## config.mk

```make
export PLATFORM = sky130hd
export DESIGN_NAME = tile_l1_preloader
export DESIGN_NICKNAME = d
export VERILOG_FILES = /design/src/rtl/tile_l1_preloader.sv
export SDC_FILE = /design/constraint.sdc
export NUM_CORES = 1
export LEC_CHECK = 0
export CAP_MARGIN = 25
export CORE_AREA = 2 2 133 135
export CTS_CLUSTER_SIZE = 20
export DETAILED_ROUTE_END_ITERATION = 10
export DIE_AREA = 0 0 135 137
export PLACE_DENSITY = 0.76
export SETUP_SLACK_MARGIN = 0.1
export SYNTH_ARGS = -nofsm -noshare
export SYNTH_HDL_FRONTEND = slang
export SYNTH_SLANG_ARGS = --single-unit
```

## constraint.sdc

```tcl
create_clock -name clk_i -period 2.6 [get_ports clk_i]
set_input_delay 0.52 -clock clk_i [delete_from_list [all_inputs] [get_ports clk_i]]
set_output_delay 0.52 -clock clk_i [all_outputs]
set_load 0.005 [all_outputs]
```

## src/rtl/tile_l1_preloader.sv

```systemverilog
// tile_l1_preloader: streams a linear word image into the word-interleaved
// tile L1 banks. Word address A goes to bank A % N_MEM_BANKS, row
// A / N_MEM_BANKS. A one-entry holding register decouples the input stream
// from bank grants.
// Optional feature macro: TILE_PRELOAD_CHECKSUM_EN (running sum of granted
// write data on checksum_o; when undefined checksum_o is tied to 0).
module tile_l1_preloader #(
  parameter int N_MEM_BANKS  = 32,
  parameter int N_WORDS_BANK = 8192,
  parameter int DATA_W       = 32,
  localparam int BANK_AW     = $clog2(N_WORDS_BANK),
  localparam int BW          = $clog2(N_MEM_BANKS),
  localparam int AW          = $clog2(N_MEM_BANKS * N_WORDS_BANK),
  localparam int LW          = AW + 1
) (
  input  logic                   clk_i,
  input  logic                   rst_i,
  input  logic                   start_i,
  input  logic [AW-1:0]          base_addr_i,
  input  logic [LW-1:0]          len_i,
  input  logic [DATA_W-1:0]      data_i,
  input  logic                   valid_i,
  output logic                   ready_o,
  output logic [N_MEM_BANKS-1:0] bank_req_o,
  output logic                   bank_we_o,
  output logic [BANK_AW-1:0]     bank_addr_o,
  output logic [DATA_W-1:0]      bank_wdata_o,
  output logic [DATA_W/8-1:0]    bank_be_o,
  input  logic [N_MEM_BANKS-1:0] bank_gnt_i,
  output logic                   busy_o,
  output logic                   done_o,
  output logic                   err_o,
  output logic [DATA_W-1:0]      checksum_o
);

  // Total image capacity, widened so base + len can never overflow the compare.
  localparam logic [LW:0] TOTAL_WORDS = (LW+1)'(N_MEM_BANKS * N_WORDS_BANK);

  typedef enum logic [1:0] {IDLE, LOAD, FINISH} state_t;

  state_t              state, state_nxt;
  logic [AW-1:0]       cur;
  logic [LW-1:0]       rem;
  logic [LW-1:0]       acc_cnt;
  logic                hv;
  logic [DATA_W-1:0]   hdata;
  logic [AW-1:0]       haddr;

  logic [LW:0]         end_addr;
  logic                range_err;
  logic                start_ok;
  logic                gnt_hit;
  logic                accept;

  assign end_addr  = {2'b00, base_addr_i} + {1'b0, len_i};
  assign range_err = end_addr > TOTAL_WORDS;
  assign start_ok  = (state == IDLE) && start_i;

  // Request is a pure function of the holding register, so it is stable
  // for as long as the word waits for its grant.
  assign bank_req_o   = hv ? (N_MEM_BANKS'(1) << haddr[BW-1:0]) : '0;
  assign bank_addr_o  = hv ? haddr[AW-1:BW] : '0;
  assign bank_wdata_o = hv ? hdata : '0;
  assign bank_we_o    = hv;
  assign bank_be_o    = hv ? '1 : '0;

  // Only a grant on the requested bank counts; other grant bits are masked out.
  assign gnt_hit = |(bank_req_o & bank_gnt_i);
  assign accept  = valid_i && ready_o;

  // State register
  always_ff @(posedge clk_i or posedge rst_i) begin
    if (rst_i) state <= IDLE;
    else       state <= state_nxt;
  end

  // Next-state logic
  always_comb begin
    state_nxt = state;
    unique case (state)
      IDLE: begin
        if (start_i) begin
          if (len_i == '0 || range_err) state_nxt = FINISH;
          else                          state_nxt = LOAD;
        end
      end
      LOAD: begin
        if (gnt_hit && rem == LW'(1)) state_nxt = FINISH;
      end
      FINISH:  state_nxt = IDLE;
      default: state_nxt = IDLE;
    endcase
  end

  // Outputs decoded from state; holding slot frees up on the grant cycle
  always_comb begin
    busy_o  = (state == LOAD);
    done_o  = (state == FINISH);
    ready_o = (state == LOAD) && (!hv || gnt_hit) && (acc_cnt != '0);
  end

  // Control counters, holding-slot valid and sticky error
  always_ff @(posedge clk_i or posedge rst_i) begin
    if (rst_i) begin
      cur     <= '0;
      rem     <= '0;
      acc_cnt <= '0;
      hv      <= 1'b0;
      err_o   <= 1'b0;
    end else if (start_ok) begin
      cur     <= base_addr_i;
      rem     <= len_i;
      acc_cnt <= len_i;
      hv      <= 1'b0;
      err_o   <= range_err;
    end else if (state == LOAD) begin
      if (accept) begin
        cur     <= cur + AW'(1);
        acc_cnt <= acc_cnt - LW'(1);
        hv      <= 1'b1;
      end else if (gnt_hit) begin
        hv      <= 1'b0;
      end
      if (gnt_hit) rem <= rem - LW'(1);
    end
  end

  // Holding register payload; qualified by hv so it needs no reset
  always_ff @(posedge clk_i) begin
    if (accept) begin
      hdata <= data_i;
      haddr <= cur;
    end
  end

`ifdef TILE_PRELOAD_CHECKSUM_EN
  logic [DATA_W-1:0] checksum;

  // Running modulo-2^DATA_W sum of every granted write word
  always_ff @(posedge clk_i or posedge rst_i) begin
    if (rst_i)         checksum <= '0;
    else if (start_ok) checksum <= '0;
    else if (gnt_hit)  checksum <= checksum + bank_wdata_o;
  end

  assign checksum_o = checksum;
`else
  assign checksum_o = '0;
`endif

endmodule
```

==> metrics.md <==
| Metric | Value |
|---|---|
| Die area | 0.0185 mm2 |
| GRT overflow | 0 |
| Worst Setup End Kind | flip-flop |
| Max-cap violations | 0 |
| Critical Path, Cell by Cell | buf_4 -> buf_6 -> or2_1 -> nor4_1 -> a211oi_1 -> and4_4 -> buf_4 -> a21oi_4 -> buf_6 -> nand4_1 -> nor3_2 -> xnor2_1 -> o21ai_1 |
| Clk_lat worst skew | 370 ps |
| Crit start category | flip-flop |
| Hold path depth | 3 |
| PortBufs | 190 |
| Crit share post-route | 118% |
| Worst-margin pin slew | 635 ps |
| Hold_ws | 464 ps |
| Worst slack at placement | -886 ps |
| Commonest cells after routing, fill and taps aside | buf_4 (152), clkdlybuf4s50_1 (125), nand2_1 (60), nor2_1 (60), dfrtp_1 (59) |
| Worst path top cell family by delay | simple AND/OR/NAND/NOR gates |
| Fin. max-slew vios | 0 |
| P per Cell Area | 792 mW/mm2 |
| Max VDD drop | 0.450 mV |
| Worst Path Arrival | 3310 ps |
| Residual DRC | 0 |
| Worst-path fanout max | 10 |
| CP bufs+invs | 4 |
| Area contributors post-synth | dfrtp_1 (21%), edfxtp_1 (21%), and2_1 (4.3%), buf_4 (4.1%), ha_1 (3.8%) |
| Top cell type's share of synthesized area | 20.9% |
| Synth warn | 0 |
| Mapped Area | 0.00720 mm2 |
| Outcome | complete, but fails checks |
| Total Wirelength | 26900 um |
| Relative slew slack | 57.3% |
| Via count of the first global-routing pass | 7340 |
| Initial Util | 42.2% |
| First-pass GRT wire length | 39500 um |
| Cell variety after synth | 85 |
| Worst Slack Setup Final | -456 ps |
| Power Internal | 0.00585 W |
| Gp weighted congestion | 0.926 |
| Vias | 7717 |
| Fin util | 71.7% |
| Core ar. | 0.0171 mm2 |
| Reg2reg path depth | 13 |
| DP HPWL | 18300 um |
| Crit-path slowest cell | edfxtp_1 |
| Filler instances | 1202 |
| Post-synthesis sequential area ratio | 41.7% |
| Clock Path Buffers | 2 |
| Final setup vio count | 110 |
| Switch Pwr | 0.00384 W |
| Multi-input logic area | 0.00482 mm2 |
| Unrepaired setup endpoints after global routing | yes |
| CTS tree | yes |
| Leakage Power | 4.98 nW |
| FF+latch count, synth | 110 |
| Post-synth EDFFs | 50 |
| Switching portion of total power | 39.6% |
| Critical setup path kind | reg2reg |
| Register area | 0.00300 mm2 |
| Total track usage | 27.9% |
| Max Clock Skew | 13.4 ps |
| Clk network pwr share | 14.3% |
| Antenna cells | 0 |
| Cts bufs inserted | 9 |
| Root buffer cell | clkbuf_16 |
| Fin nets | 1265 |
| CP required | 2850 ps |
| Cell taking the most area after synthesis | dfrtp_1 |
| Sinks on Clock Net | 110 |
| DR vias/cell | 5.65 |
| Antenna viol nets, final | 0 |
| Share of layout cells above drive strength 1 | 36.1% |
| Worst path max stage delay | 460 ps |
| Fin crit period | 3060 ps |
| I/O pin cnt | 223 |
| Failing checks | setup timing |
| Comb pwr share | 52.8% |
| Core Rows | 48 |
| DR WL/cell | 19.7 um |
| Cells after synthesis | 778 |
| H-Tree Depth | 3 |
| Hold Crit Class | in2reg |
| Synth Flop Type | dfrtp_1 |
| Hold Vio Cnt, Final | 0 |
| Clock slew at reported path FFs | 80 ps |
| Drt first pass iters | 5 |
| Sequential share of power | 32.9% |
| Die Span Y | 137 um |
| WP depth | 13 |
| Antenna violations before repair | 0 |
| Syn avg cell area | 9.25 um2 |
| Ys async rst share | 54.5% |
| Largest net degree at the start of global routing | 61 |
| Most common cell after layout, fill and taps aside | buf_4 |
| Area growth, synth to finish | 69.8% |
| F_max | 327 MHz |
| Iteration-0 DRC Markers | 483 |
| Die width | 135 um |
==> cells by family after synthesis <==
kind of cell,count (synthesis),synth area share (%)
compound gates,159,15.3
buf+inv,101,7.79
flops,110,41.7
simple gates,345,26.1
xor+xnor,29,3.53
mux,10,1.43
other cells,1,0.0521
fa+ha+maj,23,4.10
==> tightest hold or removal path, cell delays in order <==
cell     delay (ps)
buf_6            80
nand2_1          90
o21ai_1          90
==> path summary, 6_finish.rpt <==
kind | startpoint | end | slack [ps]
setup / recovery | haddr[0] | rem[16] | -460
hold / removal | base_addr_i[0] | cur[0] | 460
setup reg to reg | haddr[0] | rem[16] | -460
hold reg to reg | cur[13] | haddr[13] | 500
max in group asynchronous | rst_i | bank_we_o | 1770
min in group asynchronous | rst_i | acc_cnt[17] | 540
==> layer usage <==
metal	vias up	share of wire, %	wire length, um	GRT usage [%]
li1	3508	-	-	-
met1	3759	38	10200	32.7
met2	392	52	14000	51.4
met3	58	7.1	1920	5.37
met4	0	2.9	769	8.68
met5	-	0	0	0
==> cells in the mapped netlist (7+ instances only) <==
library cell  instances
a211oi_1             13
a21oi_1              32
a311oi_1              9
and2_1               50
buf_2                10
buf_4                39
clkbuf_1             25
dfrtp_1              60
edfxtp_1             50
ha_1                 22
inv_1                22
mux2i_1               8
nand2_1              71
nand2b_1             11
nand3_1              25
nand4_1              12
nor2_1               70
nor3_1               27
nor4_1               17
o21ai_0              15
o21ai_1              24
o311ai_1              8
or3_1                 9
or4_1                 7
xnor2_1              17
xor2_1               12
==> through the flow <==
step	total power [W]	cell area [um2]	setup TNS (ps)	std cells
floorplan	0.00508	7570	-20.7	809
global placement	0.00669	10400	-52030	1295
detailed placement	0.00680	10400	-52190	1295
CTS	0.00914	11800	-27380	1350
global route	0.0102	12200	-32720	1367
finish	0.00969	12200	-24620	1367
==> power groups by stage <==
| stage | registers [W] | clock network [W] | logic, W |
|---|---|---|---|
| after floorplan | 0.00294 | 0 | 0.00214 |
| after global placement | 0.00302 | 0 | 0.00367 |
| after detailed placement | 0.00305 | 0 | 0.00375 |
| after CTS | 0.00308 | 0.00140 | 0.00466 |
| after global routing | 0.00326 | 0.00147 | 0.00546 |
| final | 0.00319 | 0.00138 | 0.00511 |
==> registers in the layout, indices dropped and copies added, names as in the netlist <==
name       count
hdata         32
err_o          1
state          2
bank_we_o      1
acc_cnt       19
rem           19
cur           18
haddr         18
==> final cells by class <==
| class | count | area share, % |
|---|---|---|
| clock buffer | 9 | 1.84 |
| clock inverter | 7 | 0.573 |
| inverter | 23 | 0.768 |
| multi-input combinational | 599 | 39.4 |
| sequential | 110 | 24.6 |
| tap | 225 | 2.30 |
| timing repair buffer | 394 | 30.5 |
==> timing repair <==
item | CTS | global route
pin swaps | 87 | 54
hold buffers | 0 | 0
setup buffers | 31 | 24
resized for setup | 292 | 88
setup endpoints to repair | 188 | 128
cloned | 8 | 2
Note: power is estimated with default switching activity, not from simulation.
